File: src/rtl/clock_state_engine.sv
// clock_state_engine
// Timekeeping core for the Nixie clock. A prescaler divides the board clock
// down to a one-second tick that advances a seconds/minutes/hours state.
// A one-hot cursor with up/down pulses edits single fields. A tick that
// collides with an edit is held in tick_pending and applied later. Hours
// are stored 0..23 and shown in 12- or 24-hour form.
module clock_state_engine #(
    parameter int unsigned TICK_CYCLES = 100_000_000
) (
    input  logic       clk,
    input  logic       reset,
    input  logic       mode24,
    input  logic       run_en,
    input  logic       up,
    input  logic       down,
    input  logic       clear,
    input  logic [2:0] cursor,
    output logic [5:0] second,
    output logic [5:0] minute,
    output logic [5:0] hour,
    output logic       pm,
    output logic       sec_tick
);

    localparam int unsigned    PW     = $clog2(TICK_CYCLES);
    localparam logic [PW-1:0]  P_LAST = PW'(TICK_CYCLES - 1);

    typedef enum logic [1:0] {
        FLD_NONE,
        FLD_SEC,
        FLD_MIN,
        FLD_HR
    } field_e;

    // state registers
    logic [5:0]    r_sec, r_min, r_hr;
    logic [PW-1:0] r_presc;
    logic          r_pend;
    logic          r_tick;

    // next-state and decode wires
    logic [5:0]    w_sec_nx, w_min_nx, w_hr_nx;
    logic [PW-1:0] w_presc_nx;
    logic          w_pend_nx;
    logic          w_tick_nx;
    field_e        w_field;
    logic          w_edit;
    logic          w_tick;
    logic          w_advance;

    // per-field wrap-around increment/decrement values
    logic [5:0]    w_sec_inc, w_sec_dec;
    logic [5:0]    w_min_inc, w_min_dec;
    logic [5:0]    w_hr_inc,  w_hr_dec;

    // Decode cursor into a field select; non-one-hot values select nothing
    always_comb begin
        w_field = FLD_NONE;
        case (cursor)
            3'b001:  w_field = FLD_SEC;
            3'b010:  w_field = FLD_MIN;
            3'b100:  w_field = FLD_HR;
            default: w_field = FLD_NONE;
        endcase
        w_edit    = (up ^ down) && (w_field != FLD_NONE);
        w_tick    = run_en && (r_presc == P_LAST);
        w_advance = w_tick || r_pend;
    end

    // Wrap arithmetic within each field, shared by edits and advance
    always_comb begin
        w_sec_inc = (r_sec == 6'd59) ? 6'd0  : r_sec + 6'd1;
        w_sec_dec = (r_sec == 6'd0)  ? 6'd59 : r_sec - 6'd1;
        w_min_inc = (r_min == 6'd59) ? 6'd0  : r_min + 6'd1;
        w_min_dec = (r_min == 6'd0)  ? 6'd59 : r_min - 6'd1;
        w_hr_inc  = (r_hr  == 6'd23) ? 6'd0  : r_hr  + 6'd1;
        w_hr_dec  = (r_hr  == 6'd0)  ? 6'd23 : r_hr  - 6'd1;
    end

    // Next state: clear beats edit, edit beats advance (advance deferred)
    always_comb begin
        w_sec_nx   = r_sec;
        w_min_nx   = r_min;
        w_hr_nx    = r_hr;
        w_pend_nx  = r_pend;
        w_tick_nx  = 1'b0;
        w_presc_nx = r_presc;
        if (run_en) begin
            w_presc_nx = w_tick ? '0 : r_presc + PW'(1);
        end

        if (clear) begin
            w_sec_nx   = '0;
            w_min_nx   = '0;
            w_hr_nx    = '0;
            w_presc_nx = '0;
            w_pend_nx  = 1'b0;
        end else if (w_edit) begin
            case (w_field)
                FLD_SEC: begin
                    w_sec_nx   = up ? w_sec_inc : w_sec_dec;
                    w_presc_nx = '0;
                end
                FLD_MIN: w_min_nx = up ? w_min_inc : w_min_dec;
                FLD_HR:  w_hr_nx  = up ? w_hr_inc  : w_hr_dec;
                default: ;
            endcase
            // a tick landing on an edit cycle is kept for the next free edge
            w_pend_nx = r_pend | w_tick;
        end else if (w_advance) begin
            w_sec_nx  = w_sec_inc;
            if (r_sec == 6'd59) begin
                w_min_nx = w_min_inc;
                if (r_min == 6'd59) begin
                    w_hr_nx = w_hr_inc;
                end
            end
            w_pend_nx = 1'b0;
            w_tick_nx = 1'b1;
        end
    end

    // State register with asynchronous reset
    always_ff @(posedge clk or posedge reset) begin
        if (reset) begin
            r_sec   <= '0;
            r_min   <= '0;
            r_hr    <= '0;
            r_presc <= '0;
            r_pend  <= 1'b0;
            r_tick  <= 1'b0;
        end else begin
            r_sec   <= w_sec_nx;
            r_min   <= w_min_nx;
            r_hr    <= w_hr_nx;
            r_presc <= w_presc_nx;
            r_pend  <= w_pend_nx;
            r_tick  <= w_tick_nx;
        end
    end

    // Display formatting: 24-hour passthrough or 12-hour with 0 shown as 12
    always_comb begin
        second   = r_sec;
        minute   = r_min;
        sec_tick = r_tick;
        pm       = (r_hr >= 6'd12);
        if (mode24) begin
            hour = r_hr;
        end else if (r_hr == 6'd0) begin
            hour = 6'd12;
        end else if (r_hr > 6'd12) begin
            hour = r_hr - 6'd12;
        end else begin
            hour = r_hr;
        end
    end

endmodule

File: config.mk
export PLATFORM = sky130hd
export DESIGN_NAME = clock_state_engine
export DESIGN_NICKNAME = d
export VERILOG_FILES = /design/src/rtl/clock_state_engine.sv
export SDC_FILE = /design/constraint.sdc
export NUM_CORES = 1
export LEC_CHECK = 0
export CORE_MARGIN = 4
export CORE_UTILIZATION = 65
export CTS_BUF_LIST = sky130_fd_sc_hd__clkbuf_4 sky130_fd_sc_hd__clkbuf_8
export DETAILED_ROUTE_END_ITERATION = 10
export GPL_TIMING_DRIVEN = 0
export HOLD_SLACK_MARGIN = 0.02
export PLACE_DENSITY = 0.91
export RECOVER_POWER = 100
export SLEW_MARGIN = 0
export SYNTH_ARGS = -nofsm -noshare
export SYNTH_HDL_FRONTEND = slang
export SYNTH_SLANG_ARGS = --single-unit
File: constraint.sdc
create_clock -name clk -period 6.3 [get_ports clk]
set_input_delay 0.945 -clock clk [delete_from_list [all_inputs] [get_ports clk]]
set_output_delay 0.945 -clock clk [all_outputs]
set_load 0.01 [all_outputs]
### After elaboration in Yosys (flattened, before gate mapping)

Index checks and enable logic that the tools add are counted.

* input port bits: 10
* register bits: 47

* $lt $le $gt $ge: 2
* reduce and logical (&&, ||, !) cells: 13
* equal/unequal tests: 13
* $add $sub $neg: 8
* bitwise operators: 2
* muxes and demuxes: 39

Operators by type and width (number)
* $mux 6: 27
* $mux 27: 5
* $add 27x1->27 const B: 1
* $eq 27x27->1 const B: 1
* $add 6x1->6 const B: 3
* $logic_not 6->1: 3
* $sub 6x1->6 const B: 3
* $eq 6x6->1 const B: 2
* $ne 3x2->1 const B: 3
* $reduce_bool 3->1: 3
* $eq 6x5->1 const B: 1
* $ge 6x4->1 const B: 1
* $gt 6x4->1 const B: 1
* $mux 1: 6
* $pmux 2 s3: 1
* $sub 6x4->6 const B: 1
* $eq 2x2->1 const B: 2
* $reduce_and 4->1: 1
* $eq 3x1->1 const B: 1
* $eq 3x2->1 const B: 1
* $eq 3x3->1 const B: 1
* $reduce_and 3->1: 1
* $eq 2x1->1 const B: 1
* $logic_and 1x1->1: 2
* other kinds (5): 5

### Logic depth before layout (Yosys ltp)

* depth in word-level cells: 7
* gate-level depth with buffers: 8
* gate-level depth less buffers: 7

### Least setup slack after synthesis

No wires, ideal clock.

* path type: input to output
* start point: input mode24
* end point: output hour[5]
* required time: 5.355 ns
* data arrival time: 1.590 ns
* buffers on the path: 0
* stages: 3
* path slack: 3.765 ns
* cell sequence: a21oi_1 o211ai_1 xnor2_1

* word-level cells in the longest chain between the ends: 1

RTL lines
* from (decl): line 12 `input logic mode24,`
* $mux 6: line 148 `if (mode24) begin`
* to (decl): line 20 `output logic [5:0] hour,`

No other way between the ends.

### Final worst setup path

* start point: input mode24
* end point: output hour[3]

Same word-level chain as after synthesis.

==> metrics.csv <==
metric;value;unit
antenna_cells;0;
min_path_type;reg -> reg;
layout.nets;465;
maxSlewHeadroom;2.827;%
finClkSkew;4.627;ps
placementRows;26;
worst_path_most_repeated_cell;dlygate4sd3_1;
intPower;558.6;uW
synth_enable_flop_cells;0;
ctsResizeCount;0;
core_area;5107;um^2
ys_types;62;
worst_pin_slew;1458;ps
first_iter_violations;409;
grt-ovfl-total;0;
grt_use_total;28.34;%
clock-sinks;47;
r2r-end;r_hr[1]$_DFFE_PP0P_;
area.growth.synth_to_final;12.78;%
reg2reg_slack;3550;ps
grt_pass1_vias;3230;
switchingPower;348.1;uW
crit_path_end;hour[3];
irDropWorstVdd;0.1927;mV
ios;30;
cts_buffer_depth;2;
place_hpwl;6274;um
p_sw_share;38.39;%
syn_nets;429;
critical_path_class;in -> out;
status;completed;
p_leak;0.001577;uW
avgRoutedWirePerCell;17.04;um
clockPowerShare;20.5;%
drive_above_1_share;5.192;%
maxCapViolations;0;
post_cts.repair.setup_buffers;0;
crit_chain;dlygate4sd3_1 -> a21oi_1 -> nor2_1 -> a211o_1 -> dlygate4sd3_1;
arrival;2820;ps
cp_max_fo;5;
drcViolationCount;0;
synth_async_sr_flop_share;100.0;%
synth_cells;406;
cts.htree.levels;2;
root_buffer;clkbuf_8;
synth-main-ff-cell;dfrtp_1;
r2r_cells;6;
p_seq_share;40.1;%
postSynthAreaPerCell;8.441;um^2
p_per_area;234.6;nW/um^2
ys_ff_latch;47;
vias_per_cell;6.548;
required;5350;ps
cp-end-kind;primary output;
comb_power_share;39.5;%
ys_warn_count;0;
grt_pass1_wl;14620;um
dieArea;6498;um^2
wl;8742;um
crit_family;buffers and inverters;
setup_viol;0;
grt_max_degree;28;
period_share;59.69;%
numCtsBuffers;5;
cp-startpoint;mode24;
gp_congestion;0.9062;
start_kind;input pin;
start_util;67.10;%
vias;3359;
r2r-start;second[0]$_DFFE_PP0P_;
die_x;80.61;um
post-place-cells;505;
cts_hold_buf;0;
seq_area_frac_synth;34.32;%
antenna_found_initial;0;
crit_buf_inv;2;
clock_latency;300;ps
tns;0;ps
crit_cells;5;
tritoncts;yes;
finalNonFillerCells;513;
die_y;80.61;um
drtPass1Iterations;5;
min-delay-start;r_presc[26]$_DFF_PP0_;
drtAntennaViolNets;0;
netlist_area;3427;um^2
whs;552.9;ps
cts.reportedPaths.clkPinSlew;90;ps
finalMaxSlewViolations;0;
numPortBuffers;28;
max_freq;0.2659;GHz
fin_total_pwr;906.7;uW
cp_slowest_cell;dlygate4sd3_1;
cpPeakStageDelay;610;ps
hold_violations;0;
final.min_clock_period;3760;ps
grt_setup_unrepaired;false;
fin_util;75.67;%
[Yosys cell counts (4+ instances only)]
cell type,number,area (um^2)
a211oi_1,6,45.04
a21oi_1,17,85.08
a31oi_1,8,50.05
and3_1,8,50.05
and4_1,5,43.79
buf_2,6,30.03
clkbuf_1,12,45.04
dfrtp_1,47,1176
ha_1,13,162.7
inv_1,21,78.83
nand2_1,24,90.09
nand3_1,26,130.1
nand4_1,14,87.58
nor2_1,52,195.2
nor2b_1,4,25.02
nor3_1,15,75.07
nor4_1,9,56.30
o211a_1,4,40.04
o211ai_1,7,52.55
o21ai_0,10,50.05
o31ai_1,5,37.54
xnor2_1,26,227.7
xor2_1,7,61.31
[tightest hold or removal path: cells and delay by family, from the launching register on]
family	cells	cell delay, ps
DFF	1	360
and+or+nand+nor	1	40
xor gates and xnor gates	1	120
[power groups by stage]
stage	clock [uW]	sequential, uW	combinational (uW)
after CTS	186	363	365
after detailed placement	0	368	361
final	186	363	358
after global routing	200	369	391
after global placement	0	367	347
after floorplan	0	366	232
[registers in the layout, indices dropped and copies added (netlist names)]
name      flops
minute        6
r_hr          6
r_presc      27
sec_tick      1
second        6
r_pend        1
[layout make-up]
type / instances / area, um^2
multi-input cells: 319 / 2067
fillers: 373 / 1242
flip-flops and latches: 47 / 1176
repair buffers: 29 / 284.0
well taps: 70 / 87.58
plain buffers: 19 / 82.58
inverters: 21 / 78.83
clock buffers: 6 / 76.32
clock inverters: 2 / 12.51
[logic make-up (layout without fill, tap and decap cells)]
family | count (synthesis) | in the layout | synth area share, %
muxes | 7 | 7 | 2.336
adders and majority gates | 13 | 13 | 4.746
and+or+nand+nor | 180 | 180 | 27.02
DFF | 47 | 47 | 34.32
xor gates and xnor gates | 34 | 34 | 8.909
AOI/OAI and AO/OA | 85 | 85 | 17.96
buffers and inverters | 40 | 77 | 4.710
[how the worst min path moves through the flow]
stage / cells past startpoint / endpoint
2_1_floorplan: 2 / r_presc[16]$_DFF_PP0_
3_3_place_gp: 2 / r_presc[26]$_DFF_PP0_
3_5_place_dp: 2 / r_presc[16]$_DFF_PP0_
4_1_cts: 2 / r_presc[26]$_DFF_PP0_
5_1_grt: 2 / r_presc[26]$_DFF_PP0_
6_report: 2 / r_presc[26]$_DFF_PP0_
[cell usage in the layout, fill, tap and decap left out, types with 5 or more instances in the layout]
cell type / Yosys / final
nand2_1: 24 / 24
ha_1: 13 / 13
a31oi_1: 8 / 9
buf_2: 6 / 6
nand4_1: 14 / 14
clkbuf_8: 0 / 5
dlygate4sd3_1: 0 / 24
xnor2_1: 26 / 26
nor4_1: 9 / 9
a211oi_1: 6 / 6
o31ai_1: 5 / 5
nand3_1: 26 / 26
and3_1: 8 / 8
o21ai_0: 10 / 12
xor2_1: 7 / 7
o211ai_1: 7 / 7
and4_1: 5 / 5
nor3_1: 15 / 15
inv_1: 21 / 21
dfrtp_1: 47 / 47
nor2_1: 52 / 52
a21oi_1: 17 / 17
clkbuf_1: 12 / 13
[through the flow]
stage                     instance area [um^2]  worst slack, ps
after detailed placement                  3815             2740
after CTS                                 3904             2733
after global routing                      3865             2444
final                                     3865             2540
after floorplan                           3427             3765
after global placement                    3795             2775
[metal layers]
| metal | share of wire, % | global-route usage (%) | wire (um) | vias up |
|---|---|---|---|---|
| met4 | 1.4 | 7.939 | 121 | 0 |
| li1 | - | - | - | 1553 |
| met5 | 0 | 0 | 0 | - |
| met3 | 6.8 | 3.924 | 595 | 24 |
| met1 | 43 | 38.11 | 3787 | 1606 |
| met2 | 48 | 47.60 | 4238 | 176 |
(Power assumes the default switching activity.)
